==> config.mk <==
export PLATFORM = sky130hd
export DESIGN_NAME = sync_fifo
export DESIGN_NICKNAME = d
export VERILOG_FILES = /design/src/rtl/sha256_result_checker_sync_fifo.sv
export SDC_FILE = /design/constraint.sdc
export NUM_CORES = 1
export LEC_CHECK = 0
export BUFFER_PORTS_ARGS = -buffer_cell sky130_fd_sc_hd__buf_2
export CAP_MARGIN = 0
export CORE_MARGIN = 1.5
export CORE_UTILIZATION = 31
export CTS_CLUSTER_SIZE = 40
export DETAILED_ROUTE_END_ITERATION = 10
export PLACE_DENSITY_LB_ADDON = 0.08
export SLEW_MARGIN = 5
export SYNTH_ARGS = -nofsm -noshare
export SYNTH_HDL_FRONTEND = slang
export SYNTH_SLANG_ARGS = --single-unit
==> constraint.sdc <==
create_clock -name clk -period 2.45 [get_ports clk]
set_input_delay 0.3675 -clock clk [delete_from_list [all_inputs] [get_ports clk]]
set_output_delay 0.3675 -clock clk [all_outputs]
set_load 0.02 [all_outputs]
==> src/rtl/sha256_result_checker_sync_fifo.sv <==
// Synchronous first-word-fall-through FIFO with async active-low reset and
// synchronous clear. A pop in the same cycle frees the slot for a push when full.
module sync_fifo #(
  parameter int unsigned WIDTH = 32,
  parameter int unsigned DEPTH = 4
) (
  input  logic             clk,
  input  logic             arst_n,
  input  logic             clear_i,
  input  logic             push_i,
  input  logic             pop_i,
  input  logic [WIDTH-1:0] din_i,
  output logic [WIDTH-1:0] dout_o,
  output logic             full_o,
  output logic             empty_o
);

  localparam int unsigned AW = $clog2(DEPTH);

  logic [AW:0]      wr_ptr_q, wr_ptr_d;
  logic [AW:0]      rd_ptr_q, rd_ptr_d;
  logic [WIDTH-1:0] mem_q [DEPTH];
  logic             do_push, do_pop;

  // Status, accept decisions, pointer update and FWFT read data.
  always_comb begin
    empty_o  = (wr_ptr_q == rd_ptr_q);
    full_o   = (wr_ptr_q[AW] != rd_ptr_q[AW]) &&
               (wr_ptr_q[AW-1:0] == rd_ptr_q[AW-1:0]);
    do_pop   = pop_i && !empty_o && !clear_i;
    do_push  = push_i && (!full_o || do_pop) && !clear_i;
    wr_ptr_d = wr_ptr_q;
    rd_ptr_d = rd_ptr_q;
    if (clear_i) begin
      wr_ptr_d = '0;
      rd_ptr_d = '0;
    end else begin
      if (do_push) wr_ptr_d = wr_ptr_q + 1'b1;
      if (do_pop)  rd_ptr_d = rd_ptr_q + 1'b1;
    end
    dout_o = empty_o ? '0 : mem_q[rd_ptr_q[AW-1:0]];
  end

  // Pointer registers.
  always_ff @(posedge clk or negedge arst_n) begin
    if (!arst_n) begin
      wr_ptr_q <= '0;
      rd_ptr_q <= '0;
    end else begin
      wr_ptr_q <= wr_ptr_d;
      rd_ptr_q <= rd_ptr_d;
    end
  end

  // Storage array; contents are only visible through a non-empty read.
  always_ff @(posedge clk) begin
    if (do_push) mem_q[wr_ptr_q[AW-1:0]] <= din_i;
  end

endmodule

## After elaboration in Yosys (flattened, before gate mapping)

Memories as Yosys holds them, arrays and structs flattened.
Cells that the tools add are included.

- Add/sub/neg operators: 2
- Eq/ne operators: 3
- Multiplexer cells: 7
- Reduce and logical (&&, ||, !) cells: 11

Operator list:

| kind | count |
|---|---|
| 2-to-1 mux 32 bit | 1 |
| 2-to-1 mux 3 bit | 4 |
| adder 3 x 1 -> 3 bit, second input constant | 2 |
| logical AND 1 bit | 5 |
| nonzero test 2 bit | 2 |
| == test 3 bit | 1 |
| zero test 1 bit | 3 |
| == test 2 bit | 1 |
| 2-to-1 mux 1 bit | 2 |
| logical OR 1 bit | 1 |
| != test 1 bit | 1 |

- Flip-flop bits (word level): 6
- Bits in writable memories: 128
- Bits of input ports: 37
- Output and inout bits: 34
- Word-level logic and storage cells: 26
- Memories: 1

Memories:

| name | words | width | rd ports | clocked after memory_dff | wr ports | RTL line | text |
|---|---|---|---|---|---|---|---|
| mem_q | 4 | 32 | 1 | 0 | 1 | 22 | `logic [WIDTH-1:0] mem_q [DEPTH];` |

## Longest topological paths before layout

- Word-level depth: 9
- Gate-level depth with buffers: 5
- Mapped depth without buffers: 4

## Worst setup path before layout

Ideal clock, no wire load.

- Path type: reg-to-reg
- Start point: register rd_ptr_q[0]
- End point: memory mem_q[3][0] (enable)
- Setup time: 0.392 ns
- Arrival time: 1.812 ns
- Data required time: 2.058 ns
- Path slack: 0.246 ns
- Cell stages (with the launch flop): 5
- Buffers on the path: 1
- Cells stage by stage: dfrtp_1 > buf_4 > xnor2_1 > a41oi_1 > and2_1

- Word-level cells in the longest chain between the ends: 9
- Elaborated cells between the ends (all ways): 12

RTL lines:

| element | RTL line | text |
|---|---|---|
| start, declared | 21 | `logic [AW:0] rd_ptr_q, rd_ptr_d;` |
| start signal, assigned | 51 | `rd_ptr_q <= rd_ptr_d;` |
| == test 3 bit | 27 | `empty_o = (wr_ptr_q == rd_ptr_q);` |
| zero test 1 bit | 30 | `do_pop = pop_i && !empty_o && !clear_i;` |
| logical AND 1 bit (2 in series) | 30 |  |
| logical OR 1 bit * | 31 | `do_push = push_i && (!full_o \|\| do_pop) && !clear_i;` |
| logical AND 1 bit * (2 in series) | 31 |  |
| 2-to-1 mux 1 bit * | 57 | `if (do_push) mem_q[wr_ptr_q[AW-1:0]] <= din_i;` |
| 2-to-1 mux 1 bit (implied by the code) * | 57 |  |
| end, declared | 22 |  |

Mark *: on every way between the ends. The rest lies on a longest branch, timed or not.

## Worst setup path in the final report

- Start point: register rd_ptr_q[0]
- End point: output dout_o[18]

- Word-level cells in the longest chain between the ends: 2
- Elaborated cells between the ends (all ways): 3

RTL lines:

| element | RTL line | text |
|---|---|---|
| memory (4 x 32 bit) / == test 3 bit (equally long branches) | - |  |
| 2-to-1 mux 32 bit * | 41 | `dout_o = empty_o ? '0 : mem_q[rd_ptr_q[AW-1:0]];` |
| end, declared | 13 | `output logic [WIDTH-1:0] dout_o,` |

Marked as above.

==> flow_summary.ini <==
[outcome]
status = complete, no violations

[clock_network]
clockBufferDepth = 2
htree_levels = 4
root_buffer = clkbuf_16
postCtsSetupBuffers = 0
cts_made_buffers = 17
path_clk_slew_ns = 0.06
clock_latency_ns = 0.41
cts_tree = yes
cts.sinks = 134

[global_route]
antenna_found_initial = 0
grt_use_total = 0.129
grt_pass1_vias = 2824
grt.overflow.total = 0
grt_pass1_wl_microns = 16600
grt_max_degree = 36

[floorplanning]
num_io_pins = 71
die_y_microns = 134
die_w_microns = 134
row_count = 47
die_area_sq_um = 18000
core_sq_um = 16700
start_util = 0.319

[detailed_routing]
drc = 0
viasPerCell = 4.58
wire_per_inst_microns = 18.1
dr_wl_met3_microns = 524
met1Wirelength_microns = 4720
dr_total_vias = 2672
wl_microns = 10600
drtAntennaViolNets = 0
wl_met2_microns = 5190
drt_iter0_drc = 145
drt_pass1_iterations = 4
highest_layer = met4

[placement]
dp.cells = 549
buffer_ports.inserted = 70
pre_cts_slack_ns = 0.471
dp_hpwl_microns = 6290
dpl-instance-area_sq_um = 6080
gp_congestion = 0.710

[yosys]
syn_area_sq_um = 5330
synth_top_area_share = 0.722
synth_nets = 300
yosysTopAreaCell = edfxtp_1
syn_inst = 258
synth_seq_cells = 134
yosysWarnings = 0
avgSynthCellArea_sq_um = 20.6
synth_cell_type_count = 28
synth-seq-area-share = 0.750
synth_area_leaders = edfxtp_1 (72%), mux4_2 (14%), and2_1 (4.2%)

[critical_path]
crit_fanout = 22
cp_cell_sequence = buf_12 > mux4_2 > and2_1 > buf_2
crit_path_end_kind = output pin
crit_path_max_incr_delay_ns = 0.54
start_kind = register
worstSetupPathType = register to output pin
cp_data_required_time_ns = 2.08
ff2ff_setup_slack_ns = 0.60
slowest_stage = mux4_2
arrival_ns = 1.96

[sta]
max-slew-margin-rel = 0.740
fmax_mhz = 430
fin_ws_ns = 0.126
final.setup_skew_ns = 0.00823
period_needed_ns = 2.32
setup_tns_ns = 0
tightestPinTransition_ns = 0.388
rsz0062_at_grt = false
hold_viol_final = 0
setup_viol = 0
finalCritPeriodShare = 0.949
final_max_slew_viol_count = 0

[final_layout]
fin_cells = 583
fin_nets = 391
drive_gt1_frac = 0.436
area_delta_synth_final_pct = 27.9
utilization = 0.408
layout_commonest_cell = edfxtp_1
final_cell_mix = edfxtp_1 (128), buf_2 (70), mux4_2 (32), and2_1 (32), clkbuf_16 (17)
fin_area_sq_um = 6810

[flow_run]
drv_cap = 0

[power_and_ir_drop]
power_density_nw_per_um2 = 984
leakage_uw = 0.00241
ir_drop_v = 0.000578

[min_path]
min_path_type = input port to register
[path summary, 6_finish.rpt]
kind,from,endpoint,cells past startpoint
worst max-delay path,rd_ptr_q[0],dout_o[18],4
worst min-delay path,din_i[23],mem_q[3][23],1
worst max register to register,wr_ptr_q[1],mem_q[1][13],4
worst min register to register,wr_ptr_q[1],wr_ptr_q[1],2
max in group asynchronous,arst_n,rd_ptr_q[0],2
min in group asynchronous,arst_n,wr_ptr_q[1],2
[area by class of cell]
type                            count  area [sq um]
Antenna cell                        1          2.50
Clock buffer                       20           457
Clock inverter                     12           246
Fill cell                        1536          9890
Inverter                            4          15.0
Multi-Input combinational cell    108          1280
Sequential cell                   134          4000
Tap cell                          220           275
Timing Repair Buffer               84           537
[state kept, by name, summed over array words and instances, names as in the netlist]
name      count
wr_ptr_q      3
rd_ptr_q      3
mem_q       128
[cell usage after synthesis (all sizes together)]
| library cell | number |
|---|---|
| edfxtp | 128 |
| and2 | 36 |
| mux4 | 32 |
| buf | 6 |
| clkbuf | 6 |
| dfrtp | 6 |
| ha | 5 |
| nand2b | 5 |
| inv | 4 |
| nor2 | 4 |
| mux2 | 3 |
| xnor2 | 3 |
| xor2 | 3 |
| a41oi | 2 |
| mux2i | 2 |
| nand2 | 2 |
| nor2b | 2 |
| nor3 | 2 |
| a211o | 1 |
| a21oi | 1 |
| a31oi | 1 |
| nand3 | 1 |
| nor4 | 1 |
| o41a | 1 |
| or2b | 1 |
[cell families (layout without fill, tap and decap cells)]
family          after synthesis  after routing  synth area share
xor+xnor                      6              6           0.00987
flops                       134            134             0.750
other cells                   0              1                 0
buf+inv                      16            120            0.0129
mux                          37             37             0.146
simple gates                 54             54            0.0601
compound gates                6              6           0.00940
fa+ha+maj                     5              5            0.0117
[layer usage]
metal | GRT usage | vias up
met5 | 0 | -
met4 | 0.0472 | 0
met3 | 0.0446 | 9
met2 | 0.202 | 65
met1 | 0.166 | 1384
li1 | - | 1214
[power by group]
group          internal, uW  switching, uW
logic                   475            618
clock network          2070            927
registers              2580           28.2
[per-stage QoR]
step / hold slack [ns] / power (uW)
floorplan: 0.0719 / 3370
CTS: 0.148 / 6800
detailed placement: 0.215 / 3780
global placement: 0.219 / 3770
global route: 0.157 / 6960
finish: 0.170 / 6700
[critical path, delay by kind of cell (launching register included)]
family	cells	cell delay, ns
multiplexers	1	0.54
AND/OR/NAND/NOR	1	0.18
buffers and inverters	2	0.39
flip-flops	1	0.43
[repair_timing]
item	in CTS	in global routing
setup endpoints to repair	0	18
hold endpoints to repair	6	0
hold buffers	1	0
resized for setup	0	2
Power figures use the tool's default switching activity.
